===== config.mk =====
export PLATFORM = sky130hd
export DESIGN_NAME = reset_ctrl
export DESIGN_NICKNAME = d
export VERILOG_FILES = /design/src/rtl/reset_ctrl.sv
export SDC_FILE = /design/constraint.sdc
export NUM_CORES = 1
export LEC_CHECK = 0
export CORE_MARGIN = 1
export CORE_UTILIZATION = 51
export CTS_CLUSTER_SIZE = 25
export DETAILED_ROUTE_END_ITERATION = 6
export PLACE_DENSITY = 0.7
export SYNTH_ARGS = -nofsm -noshare
export SYNTH_HDL_FRONTEND = slang
export SYNTH_SLANG_ARGS = --single-unit

===== constraint.sdc =====
create_clock -name clk -period 2.2 [get_ports clk]
set_clock_uncertainty 0.15 [all_clocks]
set_input_delay 0.44 -clock clk [delete_from_list [all_inputs] [get_ports clk]]
set_output_delay 0.44 -clock clk [all_outputs]
set_load 0.05 [all_outputs]

===== src/rtl/reset_ctrl.sv =====
// Global reset controller: merges power-on, debounced pushbutton and software
// reset requests into a held-then-staggered set of per-domain active-low resets.
module reset_ctrl #(
   parameter int N_DOM           = 3,
   parameter int HOLD_CYCLES     = 1024,
   parameter int STAGGER_CYCLES  = 16,
   parameter int DEBOUNCE_CYCLES = 50000
) (
   input  logic             clk,
   input  logic             arst_n,
   input  logic             btn_n,
   input  logic             sw_rst_req,
   output logic [N_DOM-1:0] rst_n_out,
   output logic             busy,
   output logic [1:0]       rst_cause,
   output logic [7:0]       rst_count
);
   localparam int HW = $clog2(HOLD_CYCLES);
   localparam int SW = $clog2(STAGGER_CYCLES + 1);
   localparam int DW = $clog2(DEBOUNCE_CYCLES);
   localparam logic [HW-1:0] HOLD_LAST = HW'(HOLD_CYCLES - 1);
   localparam logic [SW-1:0] STAG_LAST = SW'(STAGGER_CYCLES - 1);
   localparam logic [DW-1:0] DEB_LAST  = DW'(DEBOUNCE_CYCLES - 1);
   localparam logic [1:0] CAUSE_POR = 2'b00;
   localparam logic [1:0] CAUSE_BTN = 2'b01;
   localparam logic [1:0] CAUSE_SW  = 2'b10;

   typedef enum logic [1:0] {ST_HOLD, ST_RELEASE, ST_RUN} state_t;

   logic             arst_sync1_reg;
   logic             run_en_reg;
   logic             btn_sync1_reg;
   logic             btn_sync2_reg;
   logic             btn_level_reg;
   logic [DW-1:0]    deb_cnt_reg;
   logic             press_reg;
   logic             sw_req_reg;
   state_t           state_reg;
   logic [HW-1:0]    hold_cnt_reg;
   logic [SW-1:0]    stag_cnt_reg;
   logic [N_DOM-1:0] rst_n_out_reg;
   logic             busy_reg;
   logic [1:0]       cause_reg;
   logic [7:0]       count_reg;
   logic [N_DOM-1:0] rst_n_shift;
   logic             reset_event;
   logic             release_step;

   // Asynchronous assertion, synchronized release of the controller itself.
   always_ff @(posedge clk or negedge arst_n) begin
      if (!arst_n) begin
         arst_sync1_reg <= 1'b0;
         run_en_reg     <= 1'b0;
      end else begin
         arst_sync1_reg <= 1'b1;
         run_en_reg     <= arst_sync1_reg;
      end
   end

   always_ff @(posedge clk or negedge arst_n) begin
      if (!arst_n) begin
         btn_sync1_reg <= 1'b1;
         btn_sync2_reg <= 1'b1;
         btn_level_reg <= 1'b1;
         deb_cnt_reg   <= '0;
         press_reg     <= 1'b0;
         sw_req_reg    <= 1'b0;
      end else begin
         btn_sync1_reg <= btn_n;
         btn_sync2_reg <= btn_sync1_reg;
         sw_req_reg    <= sw_rst_req;
         press_reg     <= 1'b0;
         if (btn_sync2_reg == btn_level_reg) begin
            deb_cnt_reg <= '0;
         end else if (deb_cnt_reg == DEB_LAST) begin
            deb_cnt_reg   <= '0;
            btn_level_reg <= btn_sync2_reg;
            // Only a released-to-pressed flip is a press.
            press_reg     <= btn_level_reg;
         end else begin
            deb_cnt_reg <= deb_cnt_reg + DW'(1);
         end
      end
   end

   generate
      if (N_DOM == 1) begin : g_single
         assign rst_n_shift = 1'b1;
      end else begin : g_multi
         assign rst_n_shift = {rst_n_out_reg[N_DOM-2:0], 1'b1};
      end
   endgenerate

   assign reset_event = press_reg | sw_req_reg;

   always_comb begin
      release_step = 1'b0;
      case (state_reg)
         ST_HOLD:    release_step = (hold_cnt_reg == HOLD_LAST) && btn_level_reg;
         ST_RELEASE: release_step = (stag_cnt_reg == STAG_LAST);
         default:    release_step = 1'b0;
      endcase
   end

   always_ff @(posedge clk or negedge arst_n) begin
      if (!arst_n) begin
         state_reg     <= ST_HOLD;
         hold_cnt_reg  <= '0;
         stag_cnt_reg  <= '0;
         rst_n_out_reg <= '0;
         busy_reg      <= 1'b1;
         cause_reg     <= CAUSE_POR;
         count_reg     <= '0;
      end else if (run_en_reg) begin
         if (reset_event) begin
            state_reg     <= ST_HOLD;
            hold_cnt_reg  <= '0;
            rst_n_out_reg <= '0;
            busy_reg      <= 1'b1;
            cause_reg     <= press_reg ? CAUSE_BTN : CAUSE_SW;
            if (count_reg != 8'hFF) begin
               count_reg <= count_reg + 8'd1;
            end
         end else if (release_step) begin
            rst_n_out_reg <= rst_n_shift;
            stag_cnt_reg  <= '0;
            if (rst_n_shift[N_DOM-1]) begin
               state_reg <= ST_RUN;
               busy_reg  <= 1'b0;
            end else begin
               state_reg <= ST_RELEASE;
            end
         end else if (state_reg == ST_HOLD) begin
            // Saturates at the last count while the button is still held.
            if (hold_cnt_reg != HOLD_LAST) begin
               hold_cnt_reg <= hold_cnt_reg + HW'(1);
            end
         end else if (state_reg == ST_RELEASE) begin
            stag_cnt_reg <= stag_cnt_reg + SW'(1);
         end
      end
   end

   assign rst_n_out = rst_n_out_reg;
   assign busy      = busy_reg;
   assign rst_cause = cause_reg;
   assign rst_count = count_reg;
endmodule

==> results.py <==
metrics = {
    "outcome": {
        "outcome": "finished clean",
    },
    "timing": {
        "maxSlewHeadroom_pct": 67.6,
        "setup_slack_ps": 67.2,
        "finalCriticalPeriod_ps": 2130,
        "post-route-period-util_pct": 96.9,
        "slew_viol_final": 0,
        "fmax_mhz": 469,
        "tns_ps": 0,
        "final-hold-violation-count": 0,
        "finalSetupViolCount": 0,
        "rsz0062_at_grt": "false",
        "tightest_slew_ps": 473,
    },
    "die": {
        "die_w_um": 73.6,
        "pin_count": 18,
        "coreArea_um2": 4820,
        "row_count": 25,
        "die_h_um": 73.6,
        "dieArea_um2": 5420,
        "initial_core_util_pct": 54.3,
    },
    "logic_synthesis": {
        "synthCells": 261,
        "yosysTopAreaCellShare_pct": 46.9,
        "synth_edf_count": 0,
        "synth_ff_type": "dfrtp_1",
        "ys_ff_latch": 53,
        "ys_types": 55,
        "synth_area_um2": 2620,
        "ys_warn_count": 0,
        "synthTopCellsByArea": "dfrtp_1 47%, xnor2_1 5.0%, nand2_1 4.3%",
        "synth_top_area_cell": "dfrtp_1",
        "async_reset_ff_share_pct": 100,
        "ys_seq_area_share_pct": 50.9,
        "synth_area_per_cell_um2": 10.0,
        "syn_nets": 270,
    },
    "drt": {
        "vias_per_cell": 5.52,
        "firstDrtPassIters": 4,
        "drt_wl_total_mm": 4.92,
        "ant_nets": 0,
        "drc": 0,
        "post_drt_wl_per_cell_um": 14.0,
        "drt_iter0_markers": 122,
        "vias": 1944,
    },
    "cells_and_area": {
        "antenna_cells": 0,
        "final_common_cell": "dfrtp_1",
        "layout_common_cells": "49 x dfrtp_1, 30 x nand2_1, 28 x nor2_1",
        "final_nets": 294,
        "multi_input_area_um2": 1210,
        "nFillCells": 407,
        "syn_to_final_growth_pct": 15.4,
        "largest_reg_flops": 16,
        "seqCellArea_um2": 1330,
        "drive_above_1_share_pct": 12.3,
    },
    "placed_design": {
        "pre_cts_slack_ps": 192,
        "port_buffers": 17,
        "place_congestion": 0.751,
        "dp_hpwl_mm": 3.40,
    },
    "power_and_ir_drop": {
        "leakagePower_nw": 1.32,
        "clockPowerShare_pct": 28.3,
        "switching_share_pct": 30.9,
        "combPwrFrac_pct": 21.3,
        "sequentialPowerShare_pct": 50.4,
        "ir_worst_vdd_mv": 0.607,
        "p_int_mw": 1.55,
        "power.switching_mw": 0.694,
        "p_per_area_nw_per_um2": 743,
    },
    "clock_tree": {
        "h-tree-depth": 2,
        "tritoncts": "done",
        "clk_latency_ps": 300,
        "post_cts.repair.setup_buffers": 0,
        "cts-root-buf": "clkbuf_8",
        "cts.sinks": 53,
        "cts_buffer_depth": 2,
        "cts_buffers": 5,
        "clkTransAtPathRegs_ps": 90,
    },
    "setup_path": {
        "rrSetupSlack_ps": 180,
        "crit_type": "reg2out",
        "path_cells": "clkdlybuf4s50_1",
        "crit_slowest_cell": "clkdlybuf4s50_1",
        "r2r_cells": 7,
        "worst_r2r_endpoint": "state_reg[0]",
        "critPathLaunchType": "flip-flop",
        "r2r_start": "stag_cnt_reg[0]",
        "arrival_ps": 1540,
        "crit_path_end_kind": "output port",
        "worstPathRequired_ps": 1610,
        "critPathBufInv": 1,
        "max_stage_delay_ps": 820,
        "cp_top_family": "buffers and inverters",
        "path_max_fanout": 5,
    },
    "global_routing": {
        "antenna_found_initial": 0,
        "grt-ovfl-total": 0,
        "grt_use_total_pct": 20.5,
        "grt_pass1_vias": 1908,
        "grt_pass1_wl_mm": 8.55,
        "grt_max_degree": 54,
    },
    "hold_path": {
        "hold_path.startpoint": "btn_sync1_reg",
        "min_to": "btn_sync2_reg",
        "hp-class": "reg2reg",
        "worstHoldPathCells": 0,
    },
    "flow_run": {
        "drv_cap": 0,
    },
}
[stage by stage]
stage / total power [mW] / util (%) / hold WS, ps / instances / instance area [um^2]
floorplan: 1.45 / - / -5.59 / 261 / 2620
global placement: 1.63 / 60.0 / 182 / 344 / 2890
detailed placement: 1.63 / 60.0 / 198 / 344 / 2890
CTS: 2.27 / 62.4 / 211 / 352 / 3010
global route: 2.35 / 62.6 / 217 / 352 / 3020
finish: 2.24 / 62.6 / 210 / 352 / 3020
[worst max path at each step]
stage	startpoint	to	slack, ps	depth (start not counted)
finish	rst_count[5]	rst_count[5]	70	1
global route	rst_count[0]	rst_count[0]	3	1
CTS	rst_count[3]	rst_count[3]	10	1
detailed placement	stag_cnt_reg[0]	state_reg[0]	190	7
global placement	stag_cnt_reg[0]	state_reg[0]	240	7
floorplan	stag_cnt_reg[0]	state_reg[0]	270	7
[repair_timing]
item                                    4_1_cts  5_1_grt
hold buffers                                  1        0
gates resized for setup                       0        5
endpoints found under the setup margin        0        5
hold endpoints to repair                     49        0
[metal layers]
layer | vias up | routed length (um) | track usage, %
li1 | 971 | - | -
met1 | 933 | 2470 | 27.8
met2 | 36 | 2240 | 33.9
met3 | 4 | 159 | 3.29
met4 | 0 | 42 | 5.56
met5 | - | 0 | 0
[cell usage after synthesis (3+ instances only)]
cell and count:
xor2_1 5, dfrtp_1 49, nor4_1 8, clkbuf_1 6, nor2b_1 3, dfstp_2 4, nand4_1 6, nand3_1 13
xnor2_1 15, nand2b_1 4, inv_1 9, nor3_1 8, ha_1 5, o21ai_0 11, and3_1 3, nor2_1 28
a21oi_1 6, mux2_2 4, nand2_1 30, a22o_1 3
[final cells by class]
cell class	count	area share, %
sequential	53	44.1
multi-input combinational	190	40.1
timing repair buffer	26	8.46
tap	67	2.78
clock buffer	5	2.28
clock inverter	2	1.16
inverter	9	1.12
[power by group through the flow]
stage	Sequential, mW	Combinational [mW]	Clock (mW)
detailed placement	1.15	0.483	0
CTS	1.13	0.486	0.652
global placement	1.15	0.480	0
floorplan	1.33	0.125	0
finish	1.13	0.478	0.634
global route	1.15	0.513	0.688
[cells by family (layout without fill, tap and decap cells)]
family                     Yosys count  in the layout  share of synthesized area, %
adders and majority gates            5              5                          2.39
AOI/OAI and AO/OA                   43             43                          12.1
DFF                                 53             53                          50.9
buffers and inverters               18             42                          2.82
xor gates and xnor gates            20             20                          6.70
other                                1              1                         0.143
muxes                                5              5                          2.30
and+or+nand+nor                    116            116                          22.7
No activity file was read; power rests on OpenSTA's default activity.
